File: src/rtl/comp_search_ctrl_pkg.sv
// Shared constants and state encoding for the comparator-driven binary search controller.
package comp_search_ctrl_pkg;

   localparam int DEF_WIDTH  = 18;
   localparam int DEF_STEP_W = 5;
   localparam int MAX_PROBES = DEF_WIDTH + 1;

   typedef enum logic [1:0] {
      ST_IDLE   = 2'd0,
      ST_PROBE  = 2'd1,
      ST_FINISH = 2'd2
   } state_e;

   // Comparator flags packed as {above, equal, below}
   localparam logic [2:0] FLAG_ABOVE = 3'b100;
   localparam logic [2:0] FLAG_EQUAL = 3'b010;
   localparam logic [2:0] FLAG_BELOW = 3'b001;

endpackage

File: src/rtl/comp_search_ctrl_if.sv
// Request/response and comparator signals between a host, the comparator and the search controller.
interface comp_search_ctrl_if
   import comp_search_ctrl_pkg::*;
#(
   parameter int WIDTH  = DEF_WIDTH,
   parameter int STEP_W = DEF_STEP_W
);

   logic              start;
   logic [WIDTH-1:0]  lo_bound;
   logic [WIDTH-1:0]  hi_bound;
   logic [WIDTH-1:0]  guess;
   logic              above;
   logic              equal;
   logic              below;
   logic              busy;
   logic              done;
   logic              found;
   logic              err;
   logic [WIDTH-1:0]  result;
   logic [STEP_W-1:0] steps;

   modport slave (
      input  start, lo_bound, hi_bound, above, equal, below,
      output guess, busy, done, found, err, result, steps
   );

   modport master (
      output start, lo_bound, hi_bound, above, equal, below,
      input  guess, busy, done, found, err, result, steps
   );

endinterface

File: src/rtl/comp_search_mid.sv
// Overflow-free midpoint lo + ((hi - lo) >> 1); caller guarantees lo <= hi when the result is used.
module comp_search_mid
   import comp_search_ctrl_pkg::*;
#(
   parameter int WIDTH = DEF_WIDTH
) (
   input  logic [WIDTH-1:0] lo_i,
   input  logic [WIDTH-1:0] hi_i,
   output logic [WIDTH-1:0] mid_o
);

   logic [WIDTH:0] lo_x;
   logic [WIDTH:0] hi_x;
   logic [WIDTH:0] half;
   logic [WIDTH:0] sum;
   logic           unused_sum_msb;

   assign lo_x  = {1'b0, lo_i};
   assign hi_x  = {1'b0, hi_i};
   assign half  = (hi_x - lo_x) >> 1;
   assign sum   = lo_x + half;
   assign mid_o = sum[WIDTH-1:0];

   // Top bit is always clear for lo <= hi
   assign unused_sum_msb = sum[WIDTH];

endmodule

File: src/rtl/comp_search_ctrl.sv
// Binary-search driver for a three-way comparator: owns operand B and converges on A inside [lo, hi].
//
// state     | meaning
// ----------+-----------------------------------------------------------
// ST_IDLE   | waiting for start; outputs hold the last search's results
// ST_PROBE  | guess on B, comparator flags sampled at the end of the cycle
// ST_FINISH | one-cycle done pulse, then back to idle
module comp_search_ctrl
   import comp_search_ctrl_pkg::*;
#(
   parameter int WIDTH  = DEF_WIDTH,
   parameter int STEP_W = DEF_STEP_W
) (
   input  logic               clk,
   input  logic               rst,
   comp_search_ctrl_if.slave  bus
);

   localparam logic [WIDTH-1:0]  ONE_W = WIDTH'(1);
   localparam logic [STEP_W-1:0] ONE_S = STEP_W'(1);

   state_e            state_q, state_d;
   logic [WIDTH-1:0]  lo_q, lo_d;
   logic [WIDTH-1:0]  hi_q, hi_d;
   logic [WIDTH-1:0]  guess_q, guess_d;
   logic [WIDTH-1:0]  result_q, result_d;
   logic [STEP_W-1:0] steps_q, steps_d;
   logic              found_q, found_d;
   logic              err_q, err_d;

   logic [WIDTH-1:0]  mid_lo, mid_hi, mid;
   logic [WIDTH-1:0]  guess_p1, guess_m1;
   logic              guess_max, guess_min;
   logic [2:0]        flags;

   assign flags     = {bus.above, bus.equal, bus.below};
   assign guess_p1  = guess_q + ONE_W;
   assign guess_m1  = guess_q - ONE_W;
   assign guess_max = &guess_q;
   assign guess_min = ~|guess_q;

   // One midpoint unit serves both the start load and the narrowed window
   always_comb begin
      mid_lo = bus.lo_bound;
      mid_hi = bus.hi_bound;
      if (state_q == ST_PROBE) begin
         if (bus.below) begin
            mid_lo = lo_q;
            mid_hi = guess_m1;
         end else begin
            mid_lo = guess_p1;
            mid_hi = hi_q;
         end
      end
   end

   comp_search_mid #(.WIDTH(WIDTH)) u_mid (
      .lo_i  (mid_lo),
      .hi_i  (mid_hi),
      .mid_o (mid)
   );

   always_comb begin
      state_d  = state_q;
      lo_d     = lo_q;
      hi_d     = hi_q;
      guess_d  = guess_q;
      result_d = result_q;
      steps_d  = steps_q;
      found_d  = found_q;
      err_d    = err_q;

      unique case (state_q)
         ST_IDLE: begin
            if (bus.start) begin
               lo_d     = bus.lo_bound;
               hi_d     = bus.hi_bound;
               found_d  = 1'b0;
               err_d    = 1'b0;
               result_d = '0;
               steps_d  = '0;
               if (bus.lo_bound > bus.hi_bound) begin
                  state_d = ST_FINISH;
               end else begin
                  guess_d = mid;
                  state_d = ST_PROBE;
               end
            end
         end

         ST_PROBE: begin
            steps_d = steps_q + ONE_S;
            case (flags)
               FLAG_EQUAL: begin
                  found_d  = 1'b1;
                  result_d = guess_q;
                  state_d  = ST_FINISH;
               end
               FLAG_ABOVE: begin
                  if (guess_max) begin
                     state_d = ST_FINISH;
                  end else begin
                     lo_d = guess_p1;
                     if (guess_p1 > hi_q) begin
                        state_d = ST_FINISH;
                     end else begin
                        guess_d = mid;
                     end
                  end
               end
               FLAG_BELOW: begin
                  if (guess_min) begin
                     state_d = ST_FINISH;
                  end else begin
                     hi_d = guess_m1;
                     if (lo_q > guess_m1) begin
                        state_d = ST_FINISH;
                     end else begin
                        guess_d = mid;
                     end
                  end
               end
               default: begin
                  err_d   = 1'b1;
                  found_d = 1'b0;
                  state_d = ST_FINISH;
               end
            endcase
         end

         ST_FINISH: begin
            state_d = ST_IDLE;
         end

         default: begin
            state_d = ST_IDLE;
         end
      endcase
   end

   always_ff @(posedge clk) begin
      if (rst) begin
         state_q  <= ST_IDLE;
         lo_q     <= '0;
         hi_q     <= '0;
         guess_q  <= '0;
         result_q <= '0;
         steps_q  <= '0;
         found_q  <= 1'b0;
         err_q    <= 1'b0;
      end else begin
         state_q  <= state_d;
         lo_q     <= lo_d;
         hi_q     <= hi_d;
         guess_q  <= guess_d;
         result_q <= result_d;
         steps_q  <= steps_d;
         found_q  <= found_d;
         err_q    <= err_d;
      end
   end

   assign bus.guess  = guess_q;
   assign bus.busy   = (state_q == ST_PROBE);
   assign bus.done   = (state_q == ST_FINISH);
   assign bus.found  = found_q;
   assign bus.err    = err_q;
   assign bus.result = result_q;
   assign bus.steps  = steps_q;

endmodule

File: src/flat_wrapper.sv
// flat-port wrapper written by rule: the top's interface ports become plain ports
module comp_search_ctrl_flat import comp_search_ctrl_pkg::*;
#(
   parameter int WIDTH  = DEF_WIDTH,
   parameter int STEP_W = DEF_STEP_W
)
  (clk, rst, bus_start, bus_lo_bound, bus_hi_bound, bus_above, bus_equal, bus_below, bus_guess, bus_busy, bus_done, bus_found, bus_err, bus_result, bus_steps);
  comp_search_ctrl_if #(.WIDTH(WIDTH), .STEP_W(STEP_W)) bus_i ();
  input  logic clk;
  input  logic rst;
  input wire logic [$bits(bus_i.start)-1:0] bus_start;
  input wire logic [$bits(bus_i.lo_bound)-1:0] bus_lo_bound;
  input wire logic [$bits(bus_i.hi_bound)-1:0] bus_hi_bound;
  input wire logic [$bits(bus_i.above)-1:0] bus_above;
  input wire logic [$bits(bus_i.equal)-1:0] bus_equal;
  input wire logic [$bits(bus_i.below)-1:0] bus_below;
  output wire logic [$bits(bus_i.guess)-1:0] bus_guess;
  output wire logic [$bits(bus_i.busy)-1:0] bus_busy;
  output wire logic [$bits(bus_i.done)-1:0] bus_done;
  output wire logic [$bits(bus_i.found)-1:0] bus_found;
  output wire logic [$bits(bus_i.err)-1:0] bus_err;
  output wire logic [$bits(bus_i.result)-1:0] bus_result;
  output wire logic [$bits(bus_i.steps)-1:0] bus_steps;
  assign bus_i.start = bus_start;
  assign bus_i.lo_bound = bus_lo_bound;
  assign bus_i.hi_bound = bus_hi_bound;
  assign bus_i.above = bus_above;
  assign bus_i.equal = bus_equal;
  assign bus_i.below = bus_below;
  assign bus_guess = bus_i.guess;
  assign bus_busy = bus_i.busy;
  assign bus_done = bus_i.done;
  assign bus_found = bus_i.found;
  assign bus_err = bus_i.err;
  assign bus_result = bus_i.result;
  assign bus_steps = bus_i.steps;
  comp_search_ctrl #(.WIDTH(WIDTH), .STEP_W(STEP_W)) u_core (.clk(clk), .rst(rst), .bus(bus_i));
endmodule
File: config.mk
export PLATFORM = sky130hd
export DESIGN_NAME = comp_search_ctrl_flat
export DESIGN_NICKNAME = d
export VERILOG_FILES = /design/src/rtl/comp_search_ctrl_pkg.sv /design/src/rtl/comp_search_ctrl_if.sv /design/src/rtl/comp_search_mid.sv /design/src/rtl/comp_search_ctrl.sv /design/src/flat_wrapper.sv
export SDC_FILE = /design/constraint.sdc
export NUM_CORES = 1
export LEC_CHECK = 0
export BUFFER_PORTS_ARGS = -buffer_cell sky130_fd_sc_hd__buf_2
export CAP_MARGIN = 10
export CORE_ASPECT_RATIO = 0.5
export CORE_UTILIZATION = 45
export CTS_CLUSTER_SIZE = 8
export DETAILED_ROUTE_END_ITERATION = 12
export GPL_TIMING_DRIVEN = 0
export PLACE_DENSITY = 0.7
export SLEW_MARGIN = 5
export SYNTH_ARGS = -nofsm -noshare
export SYNTH_HDL_FRONTEND = slang
export SYNTH_SLANG_ARGS = --single-unit
File: constraint.sdc
create_clock -name clk -period 11.6 [get_ports clk]
set_input_delay 2.9 -clock clk [delete_from_list [all_inputs] [get_ports clk]]
set_output_delay 2.9 -clock clk [all_outputs]
set_load 0.03 [all_outputs]
### Word-level counts from Yosys, hierarchy flattened

Cells that the tools add are included.

* add/subtract/negate cells: 5
* multipliers: 0
* divide/modulo/power cells: 0
* $lt $le $gt $ge: 3
* equal/unequal tests: 21
* shift-type cells: 0
* mux-type cells: 38
* bitwise operators: 0
* reduce and logical (&&, ||, !) cells: 14

Operators by type and width (number)
* 2-to-1 mux 18 bit: 18
* one-hot mux 18 bit (2 select lines): 5
* greater-than comparator 18 bit: 3
* subtractor 18 x 18 -> 19 bit: 1
* adder 18 x 1 -> 18 bit, second input constant: 1
* adder 18 bit: 1
* AND reduction 18 bit: 1
* OR reduction 18 bit: 1
* subtractor 18 x 1 -> 18 bit, second input constant: 1
* 2-to-1 mux 2 bit: 6
* AND reduction 3 bit: 4
* != test 2 bit, second input constant: 5
* one-hot mux 5 bit (2 select lines): 1
* != test 3 bit, second input constant: 3
* != test 2 x 1 -> 1 bit, second input constant: 4
* one-hot mux 2 bit (2 select lines): 2
* AND reduction 4 bit: 2
* AND reduction 8 bit: 1
* one-hot mux 1 bit (2 select lines): 3
* adder 5 x 1 -> 5 bit, second input constant: 1
* 2-to-1 mux 5 bit: 1
* != test 4 x 2 -> 1 bit, second input constant: 1
* != test 4 bit, second input constant: 1
* equality test 3 x 1 -> 1 bit, second input constant: 1
* other kinds (12): 13

* flip-flop bits (word level): 81
* bits in latches: 0
* memory bits (writable): 0
* ROM bits: 0
* bits of input ports: 42
* output and inout bits: 45
* memories: 0

### Depth between registers and ports, before layout

* depth after elaboration: 9
* gate-level depth with buffers: 26
* depth with buffers taken out: 25

### Cells and area by module

Synthesis repeated with hierarchy kept, for this count alone.

* cell total of the unflattened synthesis: 1060
* area, all modules: 7876.3 µm²

Modules (own cells, without submodules)
* comp_search_ctrl: instances 1, cells each 819, area an instance 6134.6 µm², seq. area each 1621.6 µm²
* comp_search_mid: instances 1, cells each 241, area an instance 1741.7 µm², seq. area each 0.0 µm²

### Worst setup path after synthesis

OpenSTA, ideal clock, no wires.

* path kind: input -> register
* start: input port bus_below
* end: register u_core.guess_q[15] (netlist: u_core.bus.guess[15])
* library setup time: 103 ps
* data arrival time: 7124 ps
* required time: 11497 ps
* slack: 4373 ps
* cell stages on the path: 20
* cells stage by stage: inv_2 > buf_1 > mux2i_1 > o21ai_0 > inv_1 > ha_1 > and3_1 > a2111oi_2 > a21oi_1 > a21o_1 > xor2_1 > ha_1 > a21o_1 > a21o_1 > a21oi_1 > o21ai_0 > or3_1 > a21oi_1 > nor3b_1 > a2111oi_2

* word-level cells in the longest chain between the ends: 8
* elaborated cells between the ends (all ways): 22

Ends and longest elaborated chain
* start: declaration: line flat_wrapper.sv:16 `input wire logic [$bits(bus_i.below)-1:0] bus_below;`
* 2-to-1 mux 18 bit: line comp_search_ctrl.sv:47 `if (bus.below) begin`
* 2-to-1 mux 18 bit: line comp_search_ctrl.sv:46 `if (state_q == ST_PROBE) begin`
* subtractor 18 x 18 -> 19 bit: line comp_search_mid.sv:20 `assign half = (hi_x - lo_x) >> 1;`
* adder 18 bit: line comp_search_mid.sv:21 `assign sum = lo_x + half;`
* 2-to-1 mux 18 bit, on equally long branches: line comp_search_ctrl.sv:116, comp_search_ctrl.sv:104
* 2-to-1 mux 18 bit, on equally long branches: line comp_search_ctrl.sv:112, comp_search_ctrl.sv:100
* one-hot mux 18 bit (2 select lines): line comp_search_ctrl.sv:93 `case (flags)`
* one-hot mux 18 bit (2 select lines): line comp_search_ctrl.sv:73 `unique case (state_q)`
* end signal: assignment: line comp_search_ctrl.sv:155 `guess_q <= guess_d;`
* end: declaration: line comp_search_ctrl.sv:25 `logic [WIDTH-1:0] guess_q, guess_d;`

Parallel ways exist; a longest one is shown, timed or not. The select of a mux whose other input is x is not followed.
A chain may end at the register's enable or synchronous reset.

### Final worst setup path

* start: input port bus_below
* end: register u_core.guess_q[16] (netlist: u_core.bus.guess[16])

Same word-level chain as after synthesis.

==> results.py <==
metrics = {
    "floorplanning": {
        "io_pins": 87,
        "die_y_um": 94.6,
        "die-area_um2": 17700,
        "initial_core_util_pct": 46.6,
        "dieWidth_um": 187,
        "core-area_um2": 16600,
        "rows": 33,
    },
    "placement": {
        "port-buffer-count": 85,
        "routabilityCongestion": 1.01,
        "dp_hpwl_um": 23800,
        "dpl_cell_area_um2": 8430,
        "place_ws_ps": 2670,
        "dp_cells": 1378,
    },
    "pwr": {
        "p_seq_share_pct": 16.6,
        "clkPwrFrac_pct": 14.2,
        "peakVddDrop_v": 0.000103,
        "power_mw": 2.11,
        "power_density_nw_per_um2": 242,
        "p_comb_share_pct": 69.2,
        "switchingPower_mw": 1.10,
        "p_int_mw": 1.01,
        "leakage_nw": 4.12,
        "p_sw_share_pct": 52.1,
    },
    "layout": {
        "fin_cells": 1394,
        "syn2layout_area_growth_pct": 13.0,
        "final_core_util_pct": 52.7,
        "drive_gt1_share_pct": 11.6,
        "multi_input_area_um2": 5550,
        "diodes": 0,
        "final_nets": 1298,
        "design_area_um2": 8720,
        "fillers": 1681,
        "seqCellArea_um2": 1620,
    },
    "setup_path": {
        "timing.rr.end": "u_core.bus.guess[16]",
        "required_ps": 11890,
        "reg2reg_depth": 23,
        "cp_cell_sequence": "buf_2 -> buf_1 -> buf_1 -> nand2_1 -> o21ai_0 -> o21ai_0 -> fa_1 -> a21o_1 -> a2111oi_2 -> a21oi_1 -> a21o_1 -> nand2_1 -> nand2_1 -> a21oi_1 -> xnor2_1 -> ha_1 -> or3_1 -> o31ai_1 -> o21ai_0 -> a31oi_1 -> nor4bb_1 -> a311o_1",
        "timing.rr.start": "u_core.state_q[1]",
        "slowest_delay_ps": 630,
        "critPathBufInv": 3,
        "crit_path_end_kind": "flip-flop",
        "cp-start-kind": "input pin",
        "reg2reg_slack_ps": 4800,
        "cp_max_fo": 10,
        "path_class": "input pin to flip-flop",
        "crit_family": "compound AO/OA/AOI/OAI gates",
        "crit_arrival_ps": 9260,
        "critPathSlowestCell": "a2111oi_2",
    },
    "synthesis": {
        "syn_nets": 1202,
        "synth_edf_count": 0,
        "synthArstFlopShare_pct": 0,
        "netlist_instances": 1066,
        "netlist_top_cells_area": "dfxtp_1, ha_1, a21oi_1",
        "synth-simple-area-share_pct": 23.2,
        "synth_top_family_by_area": "simple AND/OR/NAND/NOR gates",
        "synth_most_common_cell": "nor2_1",
        "synthMuxAreaShare_pct": 4.04,
        "avgSynthCellArea_um2": 7.24,
        "synthAdderAreaFrac_pct": 15.4,
        "ys_types": 67,
        "yosys_warnings": 0,
        "synth_top_area_share_pct": 21.0,
        "synth_area_um2": 7720,
        "synth_compound_area_share_pct": 23.0,
        "yosysTopAreaCell": "dfxtp_1",
        "synth_commonest_cells": "nor2_1, a21oi_1, nand2_1",
        "synthFlopType": "dfxtp_1",
        "synth-xor-area-share_pct": 6.24,
        "synth_seq_cells": 81,
        "ys_seq_area_share_pct": 21.0,
    },
    "routing": {
        "drc": 0,
        "routed_via_density": 5.93,
        "wl_um": 29600,
        "drtAntennaViolNets": 0,
        "wl_per_cell_um": 21.3,
        "drt_iter0_drc": 1005,
        "first_pass_iters": 6,
        "vias": 8269,
    },
    "timing": {
        "setup_slack_ps": 2640,
        "relSlewSlack_pct": 35.7,
        "period_share_pct": 77.3,
        "whs_ps": 451,
        "setup_viol": 0,
        "hold_viol_final": 0,
        "final.min_clock_period_ps": 8960,
        "tightest_slew_ps": 965,
        "final_max_slew_viol_count": 0,
        "max_freq_mhz": 112,
        "tns_ps": 0,
        "rsz0062_at_grt": "no",
        "skew_ps": 14.7,
    },
    "run": {
        "cap_violations": 0,
    },
    "clock_network": {
        "cts_tree": "done",
        "postCtsSetupRepairBufs": 0,
        "cts.sinks": 81,
        "htreeDepth": 3,
        "cts_buffer_depth": 2,
        "cts_buffers": 9,
        "cts_resized": 0,
        "ctsHoldBuffers": 0,
        "clk_pin_slew_worst_paths_ps": 60,
        "root_buffer": "clkbuf_16",
        "clock_latency_ps": 360,
    },
    "min_path": {
        "min_path_type": "flip-flop to flip-flop",
        "min_from": "u_core.bus.result[15]",
        "min_to": "u_core.bus.result[15]",
        "min_path_cells": 2,
    },
    "grt": {
        "grt_pass1_wl_um": 44100,
        "grt_usage_pct": 33.6,
        "antenna_found_initial": 0,
        "grt_max_degree": 15,
        "grt_pass1_vias": 7315,
        "grt_overflow": 0,
    },
    "status": {
        "status": "completed",
    },
}
==> cells in the final DEF, fill, tap and decap left out, drive strengths merged, types with 7 or more instances in the layout <==
cell type	count
or3	8
nand2	113
a21o	24
xnor2	35
nor2	122
a31oi	12
clkbuf	51
a21oi	114
ha	92
dfxtp	81
mux2i	30
nor3	27
nor4	7
o211ai	7
xor2	20
inv	74
and3	13
buf	105
o21ai	83
nand4	17
nand3	34
==> worst max-delay path by stage <==
stage / start / end / slack (ps) / cells after the start
after floorplan: bus_below / u_core.bus.guess[15] / 4370 / 20
after global placement: bus_below / u_core.bus.guess[16] / 2640 / 22
after detailed placement: bus_below / u_core.bus.guess[16] / 2670 / 22
after CTS: bus_below / u_core.bus.guess[16] / 2920 / 22
after global routing: bus_below / u_core.bus.guess[16] / 2450 / 22
final: bus_below / u_core.bus.guess[16] / 2640 / 22
==> cell families after synthesis <==
logic type	Yosys count
mux	31
xor+xnor	55
simple gates	381
compound gates	290
fa+ha+maj	94
flops	81
buf+inv	134
==> power groups by stage <==
stage | clock (mW) | sequential (mW) | combinational [mW]
finish | 0.300 | 0.349 | 1.46
global route | 0.315 | 0.354 | 1.59
CTS | 0.302 | 0.347 | 1.42
detailed placement | 0 | 0.353 | 1.40
global placement | 0 | 0.353 | 1.39
floorplan | 0 | 0.394 | 0.976
==> registers in the layout, summed over array words and instances, names as in the netlist <==
signal,count
u_core.lo_q,18
u_core.state_q,2
u_core.bus.err,1
u_core.hi_q,18
u_core.bus.result,18
u_core.bus.steps,5
u_core.bus.guess,18
u_core.bus.found,1
==> layout make-up <==
cell class / instances / area share (%)
Inverter: 73 / 3.14
Clock inverter: 6 / 0.760
Buffer: 61 / 3.16
Tap cell: 227 / 3.26
Multi-Input combinational cell: 851 / 63.6
Clock buffer: 10 / 2.62
Sequential cell: 81 / 18.6
Timing Repair Buffer: 85 / 4.88
==> worst reg2reg max path: cells and delay by family, from the launching register on <==
kind | cells | cell delay, ps
compound gates | 10 | 3080
xor+xnor | 1 | 80
fa+ha+maj | 2 | 820
buf+inv | 4 | 1090
flops | 1 | 290
simple gates | 6 | 1380
==> layer usage <==
metal	GRT usage, %	routed length, um	vias to the layer above
li1	-	-	3944
met1	49.7	14600	3875
met2	46.6	11300	411
met3	9.96	3300	39
met4	7.51	405	0
met5	0	0	-
(Power assumes the default switching activity.)
